--- src/rtl/section_input_if.sv ---
// rtl/section_input_if.sv - USRT receiver strobe, serial data, consumer handshake and status bundle
interface section_input_if;
   logic       usrt_pedge;
   logic       size_flag;
   logic       rts;
   logic       rxd;
   logic       rd_ack;
   logic [7:0] rx_data;
   logic       rx_valid;
   logic       frame_err;
   logic       overrun;
   logic       busy;
   logic       pattern_err;

   modport master (
      output usrt_pedge, size_flag, rts, rxd, rd_ack,
      input  rx_data, rx_valid, frame_err, overrun, busy, pattern_err
   );

   modport slave (
      input  usrt_pedge, size_flag, rts, rxd, rd_ack,
      output rx_data, rx_valid, frame_err, overrun, busy, pattern_err
   );
endinterface

--- src/rtl/section_input.sv ---
// rtl/section_input.sv - USRT frame receiver: start/7-or-8 data/2 stop bits, sticky status flags
// Optional alternating all-0/all-1 data pattern check when RX_PATTERN_CHECK_EN is defined.
module section_input (
   input  logic            clk,
   input  logic            rst,
   section_input_if.slave  bus
);
   typedef enum logic [1:0] {IDLE, DATA, STOP1, STOP2} state_t;

   state_t     state;
   state_t     state_nxt;
   logic       sample;
   logic       start_hit;
   logic [3:0] bit_cnt;
   logic [7:0] shift_reg;
   logic       size_lat;
   logic       stop_err;

   logic       done;
   logic       done_good;
   logic [7:0] done_data;

   logic [7:0] rx_data;
   logic       rx_valid;
   logic       frame_err;
   logic       overrun;
   logic       set_valid;
   logic       set_ovr;
   logic       set_ferr;

   assign sample = bus.usrt_pedge;

   always_ff @(posedge clk) begin
      if (rst) state <= IDLE;
      else     state <= state_nxt;
   end

   always_comb begin
      state_nxt = state;
      start_hit = 1'b0;
      case (state)
         IDLE: begin
            if (sample && bus.rts && !bus.rxd) begin
               state_nxt = DATA;
               start_hit = 1'b1;
            end
         end
         DATA: begin
            if (sample && bit_cnt == (size_lat ? 4'd7 : 4'd6)) state_nxt = STOP1;
         end
         STOP1: if (sample) state_nxt = STOP2;
         STOP2: if (sample) state_nxt = IDLE;
         default: state_nxt = IDLE;
      endcase
   end

   // Bits are written by index so bit 7 stays cleared in 7-bit mode.
   always_ff @(posedge clk) begin
      if (rst) begin
         bit_cnt   <= 4'd0;
         shift_reg <= 8'h00;
         size_lat  <= 1'b0;
         stop_err  <= 1'b0;
         done      <= 1'b0;
         done_good <= 1'b0;
         done_data <= 8'h00;
      end else begin
         done <= 1'b0;
         if (start_hit) begin
            size_lat  <= bus.size_flag;
            bit_cnt   <= 4'd0;
            shift_reg <= 8'h00;
            stop_err  <= 1'b0;
         end
         if (sample) begin
            case (state)
               DATA: begin
                  shift_reg[bit_cnt[2:0]] <= bus.rxd;
                  bit_cnt                 <= bit_cnt + 4'd1;
               end
               STOP1: stop_err <= ~bus.rxd;
               STOP2: begin
                  done      <= 1'b1;
                  done_good <= ~stop_err & bus.rxd;
                  done_data <= shift_reg;
               end
               default: ;
            endcase
         end
      end
   end

   always_comb begin
      set_valid = done && done_good && (!rx_valid || bus.rd_ack);
      set_ovr   = done && done_good && rx_valid && !bus.rd_ack;
      set_ferr  = done && !done_good;
   end

   // rd_ack clears the sticky flags, but a same-cycle set wins.
   always_ff @(posedge clk) begin
      if (rst) begin
         rx_data   <= 8'h00;
         rx_valid  <= 1'b0;
         frame_err <= 1'b0;
         overrun   <= 1'b0;
      end else begin
         if (set_valid) rx_data <= done_data;
         rx_valid  <= set_valid | (rx_valid & ~bus.rd_ack);
         frame_err <= set_ferr  | (frame_err & ~bus.rd_ack);
         overrun   <= set_ovr   | (overrun & ~bus.rd_ack);
      end
   end

`ifdef RX_PATTERN_CHECK_EN
   logic       done_size;
   logic       hist_valid;
   logic       hist_level;
   logic       pattern_err;
   logic [7:0] pat_mask;
   logic       all_zero;
   logic       all_one;
   logic       set_pat;

   always_ff @(posedge clk) begin
      if (rst)                           done_size <= 1'b0;
      else if (sample && state == STOP2) done_size <= size_lat;
   end

   always_comb begin
      pat_mask = done_size ? 8'hFF : 8'h7F;
      all_zero = (done_data & pat_mask) == 8'h00;
      all_one  = (done_data & pat_mask) == pat_mask;
      set_pat  = done && done_good &&
                 (!(all_zero || all_one) || (hist_valid && hist_level == all_one));
   end

   // History only advances on uniform frames; dropped (overrun) frames count too.
   always_ff @(posedge clk) begin
      if (rst) begin
         hist_valid  <= 1'b0;
         hist_level  <= 1'b0;
         pattern_err <= 1'b0;
      end else begin
         pattern_err <= set_pat | (pattern_err & ~bus.rd_ack);
         if (done && done_good && (all_zero || all_one)) begin
            hist_valid <= 1'b1;
            hist_level <= all_one;
         end
      end
   end

   assign bus.pattern_err = pattern_err;
`else
   assign bus.pattern_err = 1'b0;
`endif

   assign bus.rx_data   = rx_data;
   assign bus.rx_valid  = rx_valid;
   assign bus.frame_err = frame_err;
   assign bus.overrun   = overrun;
   assign bus.busy      = (state != IDLE);
endmodule

--- src/flat_wrapper.sv ---
// flat-port wrapper written by rule: the top's interface ports become plain ports
module section_input_flat 
  (clk, rst, bus_usrt_pedge, bus_size_flag, bus_rts, bus_rxd, bus_rd_ack, bus_rx_data, bus_rx_valid, bus_frame_err, bus_overrun, bus_busy, bus_pattern_err);
  section_input_if bus_i ();
  input  logic clk;
  input  logic rst;
  input wire logic [$bits(bus_i.usrt_pedge)-1:0] bus_usrt_pedge;
  input wire logic [$bits(bus_i.size_flag)-1:0] bus_size_flag;
  input wire logic [$bits(bus_i.rts)-1:0] bus_rts;
  input wire logic [$bits(bus_i.rxd)-1:0] bus_rxd;
  input wire logic [$bits(bus_i.rd_ack)-1:0] bus_rd_ack;
  output wire logic [$bits(bus_i.rx_data)-1:0] bus_rx_data;
  output wire logic [$bits(bus_i.rx_valid)-1:0] bus_rx_valid;
  output wire logic [$bits(bus_i.frame_err)-1:0] bus_frame_err;
  output wire logic [$bits(bus_i.overrun)-1:0] bus_overrun;
  output wire logic [$bits(bus_i.busy)-1:0] bus_busy;
  output wire logic [$bits(bus_i.pattern_err)-1:0] bus_pattern_err;
  assign bus_i.usrt_pedge = bus_usrt_pedge;
  assign bus_i.size_flag = bus_size_flag;
  assign bus_i.rts = bus_rts;
  assign bus_i.rxd = bus_rxd;
  assign bus_i.rd_ack = bus_rd_ack;
  assign bus_rx_data = bus_i.rx_data;
  assign bus_rx_valid = bus_i.rx_valid;
  assign bus_frame_err = bus_i.frame_err;
  assign bus_overrun = bus_i.overrun;
  assign bus_busy = bus_i.busy;
  assign bus_pattern_err = bus_i.pattern_err;
  section_input u_core (.clk(clk), .rst(rst), .bus(bus_i));
endmodule
--- config.mk ---
export PLATFORM = sky130hd
export DESIGN_NAME = section_input_flat
export DESIGN_NICKNAME = d
export VERILOG_FILES = /design/src/rtl/section_input_if.sv /design/src/rtl/section_input.sv /design/src/flat_wrapper.sv
export SDC_FILE = /design/constraint.sdc
export NUM_CORES = 1
export LEC_CHECK = 0
export BUFFER_PORTS_ARGS = -buffer_cell sky130_fd_sc_hd__buf_2
export CAP_MARGIN = 20
export CORE_UTILIZATION = 41
export DETAILED_ROUTE_END_ITERATION = 8
export GPL_TIMING_DRIVEN = 1
export REMOVE_ABC_BUFFERS = 1
export SLEW_MARGIN = 20
export SYNTH_ARGS = -nofsm -noshare
export SYNTH_HDL_FRONTEND = slang
export SYNTH_SLANG_ARGS = --single-unit
--- constraint.sdc ---
create_clock -name clk -period 2.25 [get_ports clk]
set_clock_uncertainty 0.2 [all_clocks]
set_input_delay 0 -clock clk [delete_from_list [all_inputs] [get_ports clk]]
set_output_delay 0 -clock clk [all_outputs]
set_load 0.05 [all_outputs]
==> results.py, run 1 <==
metrics = {
    "status": {
        "outcome": "finished, final reports clean",
    },
    "power": {
        "pwr_density_cell_mw_per_mm2": 779,
        "leakage_nw": 0.713,
        "ir_worst_vdd_v": 0.000352,
    },
    "cells_and_area": {
        "fillers": 377,
        "layout.nets": 217,
        "n_antenna_cell": 0,
        "fin_area_sq_mm": 0.00186,
        "syn2layout_area_growth_pct": 16.8,
        "drive_above_1_share_pct": 17.1,
    },
    "synth": {
        "synth-simple-area-share_pct": 21.7,
        "syn_avg_cell_area_sq_um": 8.57,
        "synth_top_cell_by_area": "dfxtp_1",
        "synth_cells": 186,
        "synth_compound_area_share_pct": 15.0,
        "synth_edf_count": 0,
        "ys_ff_latch": 37,
        "synth_fa_ha_area_share_pct": 4.71,
        "synth_area_sq_mm": 0.00159,
        "yosys.cell_types.count": 34,
        "synthTopCellsByArea": "dfxtp_1, a21oi_1, mux2i_1",
        "synth_xor_area_share_pct": 0.549,
        "synth_ff_type": "dfxtp_1",
        "synth_top_family_by_area": "simple AND/OR/NAND/NOR gates",
        "ys_warn_count": 0,
        "synth-async-reset-ratio_pct": 0,
        "synth_top_area_share_pct": 46.5,
        "synth.yosys.seq_area_share_pct": 46.5,
        "synth_mux_area_share_pct": 6.36,
    },
    "clock_tree": {
        "htreeDepth": 2,
        "clockRootBuffer": "clkbuf_8",
        "cts_tree": "done",
        "cts_num_sinks": 37,
        "post_cts_buffers": 0,
        "clk_pin_slew_worst_paths_ns": 0.08,
        "cts_buffer_depth": 2,
        "clkLatencyLatePin_ns": 0.29,
        "cts_made_buffers": 5,
    },
    "sta": {
        "fmax_ghz": 0.482,
        "hold_viol_final": 0,
        "final_max_slew_viol_count": 0,
        "min_period_over_period_pct": 92.3,
        "timing.slew.headroom_pct": 57.1,
        "worst_pin_slew_ns": 0.643,
        "finalSetupTns_ns": 0,
        "setup_ws_ns": 0.174,
        "rsz0062_at_grt": "no",
        "final-setup-viol-count": 0,
        "post-route-min-period_ns": 2.08,
    },
    "routing": {
        "viasPerCell": 5.15,
        "wl_per_cell_um": 12.1,
        "dr.pass1.iters": 5,
        "routed_wl_mm": 3.06,
        "ant_nets": 0,
        "drc": 0,
        "vias": 1302,
        "drt_iter0_drc": 61,
    },
    "worst_setup_path": {
        "worstSetupStartpointType": "register",
        "critical_path_peak_fanout": 8,
        "arrival_ns": 2.10,
        "r2r_cells": 6,
        "crit_start": "u_core.state[1]",
        "r2r_slack_ns": 0.17,
        "end_kind": "register",
        "required_ns": 2.27,
        "r2r-start": "u_core.state[1]",
        "endpoint": "u_core.shift_reg[6]",
        "crit_type": "register to register",
        "r2r_end": "u_core.shift_reg[6]",
    },
    "grt": {
        "antenna_found_initial": 0,
        "grt.overflow.total": 0,
        "grt_max_degree": 37,
        "grt_pass1_vias": 1304,
        "grt.busiest_layer": "met2",
        "use_met3_pct": 4.46,
        "gr-usage-all-layers_pct": 17.6,
        "gr-usage-met1_pct": 19.8,
        "use_met2_pct": 29.2,
        "grt_pass1_wl_mm": 5.57,
    },
    "job": {
        "cap_violations": 0,
    },
    "place": {
        "dpl.hpwl_mm": 2.18,
        "dp_worst_setup_slack_ns": 0.200,
        "numPortBuffers": 18,
        "place_area_sq_mm": 0.00170,
        "globalplace.congestion": 0.784,
    },
    "min_path": {
        "holdCritStartpoint": "rst",
        "hold_path_class": "input port to register",
        "hold_depth": 2,
    },
    "floorplan": {
        "start_util_pct": 43.2,
        "die_area_sq_mm": 0.00414,
        "core_area_sq_mm": 0.00369,
        "fp.dieW_um": 64.4,
        "boundaryPins": 20,
        "die_y_um": 64.4,
        "placementRows": 22,
    },
}
area by class of cell:
cell class                 count  area (sq um)  share of cell area, %
inverter                       6          22.5                   1.21
tap                           48          60.1                   3.23
sequential                    37           741                   39.8
clock buffer                   6          82.6                   4.44
multi-input combinational    130           773                   41.5
clock inverter                 2          37.5                   2.02
timing repair buffer          24           145                   7.80
metal layers:
layer | up-vias | routed length, um
li1 | 670 | -
met1 | 601 | 1450
met2 | 22 | 1440
met3 | 9 | 82
met4 | 0 | 84
met5 | - | 0
where the power goes:
part           internal [W]  total (W)  switching [W]  leakage [nW]
Clock              0.000360   0.000598       0.000237        0.0574
Combinational     0.0000539   0.000172       0.000118         0.357
Sequential         0.000667   0.000681      0.0000138         0.298
Total               0.00108    0.00145       0.000369         0.713
worst min path at each step:
stage	endpoint	slack, ns
after detailed placement	u_core.bus.overrun	-0.004
final	u_core.bit_cnt[3]	0.01
after CTS	u_core.bus.rx_data[0]	0.02
after global placement	u_core.bus.overrun	-0.02
after global routing	u_core.bus.rx_data[7]	0.06
after floorplan	u_core.bit_cnt[0]	-0.13
layout by cell type, fill, tap and decap left out:
| cell type | netlist | layout |
|---|---|---|
| nand2_2 | 1 | 1 |
| nand4b_1 | 1 | 1 |
| o211ai_1 | 7 | 7 |
| nor2_1 | 19 | 19 |
| and2b_2 | 2 | 2 |
| conb_1 | 1 | 1 |
| inv_1 | 6 | 6 |
| or2b_2 | 2 | 2 |
| o21ai_0 | 2 | 2 |
| mux2_2 | 1 | 1 |
| or3_2 | 1 | 1 |
| o41a_1 | 1 | 1 |
| a31oi_1 | 2 | 2 |
| buf_2 | 1 | 18 |
| nor3_1 | 3 | 3 |
| or4_1 | 1 | 1 |
| and3_1 | 1 | 1 |
| o311ai_0 | 3 | 3 |
| nand2_1 | 24 | 24 |
| xor2_1 | 1 | 1 |
| o41ai_1 | 1 | 1 |
| clkbuf_8 | 0 | 6 |
| nor2b_1 | 1 | 1 |
| or2_1 | 1 | 1 |
| and2_1 | 1 | 1 |
| nand3_1 | 12 | 12 |
| o21a_1 | 1 | 1 |
| buf_4 | 2 | 2 |
| dlygate4sd3_1 | 0 | 4 |
| dfxtp_1 | 37 | 37 |
| nand2b_1 | 3 | 3 |
| clkinvlp_4 | 0 | 1 |
| ha_1 | 6 | 6 |
| a21oi_1 | 22 | 22 |
| mux2i_1 | 9 | 9 |
| bufinv_16 | 0 | 1 |
cell families after synthesis:
kind of cell               count (synthesis)
other                                      1
AOI/OAI and AO/OA                         39
DFF                                       37
adders and majority gates                  6
xor gates and xnor gates                   1
buffers and inverters                     19
muxes                                     10
and+or+nand+nor                           73
critical path: stages, from the launching register on:
cell,delay (ns)
dfxtp_1,0.35
inv_1,0.12
ha_1,0.30
nand2_1,0.14
or2_1,0.30
or3_2,0.47
a21oi_1,0.12
Yosys cell counts, drive strengths merged, types with 2 or more instances:
library cell,n
ha,6
or2b,2
mux2i,9
nand2b,3
o211ai,7
a21oi,22
dfxtp,37
o21ai,2
buf,4
o311ai,3
nor2,19
nand2,25
nand3,12
nor3,3
a31oi,2
and2b,2
clkbuf,9
inv,6
stage by stage:
step	instances	util, %	total power [W]	hold WS, ns
final	253	50.5	0.00145	0.0128
after global routing	253	50.5	0.00152	0.0624
after CTS	253	50.5	0.00147	0.0188
after detailed placement	241	46.1	0.000863	-0.00419
after global placement	241	46.1	0.000854	-0.0159
after floorplan	173	-	0.000809	-0.131
what timing repair did:
item | CTS | global route
hold buffers | 4 | 0
resized for setup | 0 | 0
endpoints found under the hold margin | 15 | 0
setup endpoints to repair | 0 | 0
Power figures use the tool's default switching activity.
==> run 2: changes to the inputs <==
--- a/config.mk
+++ b/config.mk
@@ -12,2 +12,3 @@
 export GPL_TIMING_DRIVEN = 1
+export PLACE_DENSITY_LB_ADDON = 0.3
 export REMOVE_ABC_BUFFERS = 1
--- a/constraint.sdc
+++ b/constraint.sdc
@@ -4,2 +4,2 @@
 set_output_delay 0 -clock clk [all_outputs]
-set_load 0.05 [all_outputs]
+set_load 0.005 [all_outputs]
==> run 2 against run 1 <==
Compared with the run above: critical path depth is 2 lower; highest routed layer unchanged; critical path type unchanged; flip-flop and latch count stayed put; first-iteration DRC count is 18% lower.
==> results.py, run 2 (same netlist as run 1, synthesis figures left out) <==
metrics = {
    "min_path": {
        "hold_depth": 3,
        "holdPathEnd": "u_core.state[1]",
        "hold_path_class": "input port to register",
        "holdCritStartpoint": "bus_rts",
    },
    "routing": {
        "ant_nets": 0,
        "viasPerCell": 4.89,
        "routed_wl_mm": 2.94,
        "vias": 1257,
        "drt_iter0_drc": 50,
        "drc": 0,
        "dr.pass1.iters": 4,
        "wl_per_cell_um": 11.5,
    },
    "clock_tree": {
        "cts_tree": "done",
        "clockRootBuffer": "clkbuf_8",
        "cts_made_buffers": 5,
        "cts_num_sinks": 37,
        "post_cts_buffers": 0,
        "clkLatencyLatePin_ns": 0.28,
        "clk_pin_slew_worst_paths_ns": 0.07,
        "cts_buffer_depth": 2,
        "htreeDepth": 2,
    },
    "cells_and_area": {
        "final_cell_mix": "dfxtp_1, nand2_1, a21oi_1",
        "fin_area_sq_mm": 0.00189,
        "syn2layout_area_growth_pct": 18.8,
        "fillers": 349,
        "final_common_cell": "dfxtp_1",
        "layout.nets": 221,
        "drive_above_1_share_pct": 17.2,
        "n_antenna_cell": 0,
    },
    "power": {
        "ir_worst_vdd_v": 0.000288,
        "leakage_nw": 0.735,
        "intPower_w": 0.00109,
        "clockPowerShare_pct": 41.4,
        "power_w": 0.00142,
        "power.net_switching_w": 0.000333,
        "power_frac_comb_pct": 10.7,
        "pwr_density_cell_mw_per_mm2": 751,
        "switching_share_pct": 23.4,
        "pwr-share-seq_pct": 47.9,
    },
    "grt": {
        "grt.overflow.total": 0,
        "antenna_found_initial": 0,
        "grt_pass1_vias": 1180,
        "gr-usage-met1_pct": 21.5,
        "grt.busiest_layer": "met2",
        "grt_max_degree": 21,
        "use_met3_pct": 3.75,
        "gr-usage-all-layers_pct": 16.6,
        "use_met2_pct": 24.6,
        "grt_pass1_wl_mm": 5.28,
    },
    "floorplan": {
        "placementRows": 22,
        "fp.dieW_um": 64.4,
        "start_util_pct": 43.2,
        "boundaryPins": 20,
        "die_y_um": 64.4,
        "die_area_sq_mm": 0.00414,
        "core_area_sq_mm": 0.00369,
    },
    "status": {
        "outcome": "finished, final reports clean",
    },
    "sta": {
        "finalSetupTns_ns": 0,
        "hold_viol_final": 0,
        "setup_ws_ns": 0.359,
        "min_period_over_period_pct": 84.0,
        "post-route-min-period_ns": 1.89,
        "worst_hold_slack_ns": 0.0501,
        "final-setup-viol-count": 0,
        "final_max_slew_viol_count": 0,
        "fmax_ghz": 0.529,
        "rsz0062_at_grt": "no",
    },
    "worst_setup_path": {
        "cp_top_family": "simple AND/OR/NAND/NOR gates",
        "end_kind": "register",
        "r2r_slack_ns": 0.36,
        "worst-path-buf-inv": 0,
        "crit_type": "register to register",
        "slowest_stage": "or4_1",
        "r2r-start": "u_core.bit_cnt[1]",
        "worstSetupStartpointType": "register",
        "crit_chain": "nand2_2 > o41a_1 > or4_1 > nand2_1",
        "critical_path_peak_fanout": 9,
        "required_ns": 2.28,
        "slowest_delay_ns": 0.53,
        "r2r_end": "u_core.state[0]",
        "arrival_ns": 1.92,
        "r2r_cells": 4,
    },
    "place": {
        "place_area_sq_mm": 0.00172,
        "dpl.hpwl_mm": 2.05,
        "globalplace.congestion": 0.831,
        "dp_worst_setup_slack_ns": 0.376,
        "numPortBuffers": 18,
    },
    "job": {
        "cap_violations": 0,
    },
}
[run 2: area by class of cell]
class / count / area [sq um] / area share, %
multi-input combinational: 130 / 773 / 40.8
sequential: 37 / 741 / 39.1
clock inverter: 1 / 30.0 / 1.59
timing repair buffer: 28 / 180 / 9.52
inverter: 6 / 22.5 / 1.19
tap: 48 / 60.1 / 3.17
clock buffer: 7 / 86.3 / 4.56
[run 2: metal layers]
layer	up-vias	wire (um)
met5	-	0
met4	0	40
met3	4	115
met2	27	1260
met1	552	1530
li1	674	-
[run 2: what timing repair did]
item | 4_1_cts | 5_1_grt
hold buffers | 6 | 0
resized for setup | 0 | 0
endpoints found under the setup margin | 0 | 0
hold endpoints to repair | 29 | 0
[run 2: worst reg2reg max path: cells and delay by family (launching register included)]
family | cells | cell delay, ns
and+or+nand+nor | 3 | 0.74
DFF | 1 | 0.47
AOI/OAI and AO/OA | 1 | 0.43
[run 2: power groups by stage]
stage	clock network [W]	registers [W]	logic [W]
after global placement	0	0.000696	0.000144
after floorplan	0	0.000693	0.0000904
after CTS	0.000607	0.000681	0.000152
after global routing	0.000643	0.000684	0.000175
final	0.000588	0.000681	0.000152
after detailed placement	0	0.000696	0.000146
[run 2: worst max-delay path by stage]
stage / cells past startpoint / endpoint / slack [ns] / start
final: 4 / u_core.state[0] / 0.36 / u_core.bit_cnt[1]
after global routing: 4 / u_core.state[1] / 0.20 / u_core.bit_cnt[1]
after CTS: 4 / u_core.state[0] / 0.38 / u_core.bit_cnt[1]
after detailed placement: 4 / u_core.state[0] / 0.38 / u_core.bit_cnt[2]
after global placement: 4 / u_core.state[0] / 0.42 / u_core.bit_cnt[1]
after floorplan: 6 / u_core.shift_reg[6] / 0.40 / u_core.state[1]
[run 2: through the flow]
step                util [%]  std cells
floorplan                  -        173
global placement        46.5        243
detailed placement      46.5        243
CTS                     51.3        257
global route            51.3        257
finish                  51.3        257
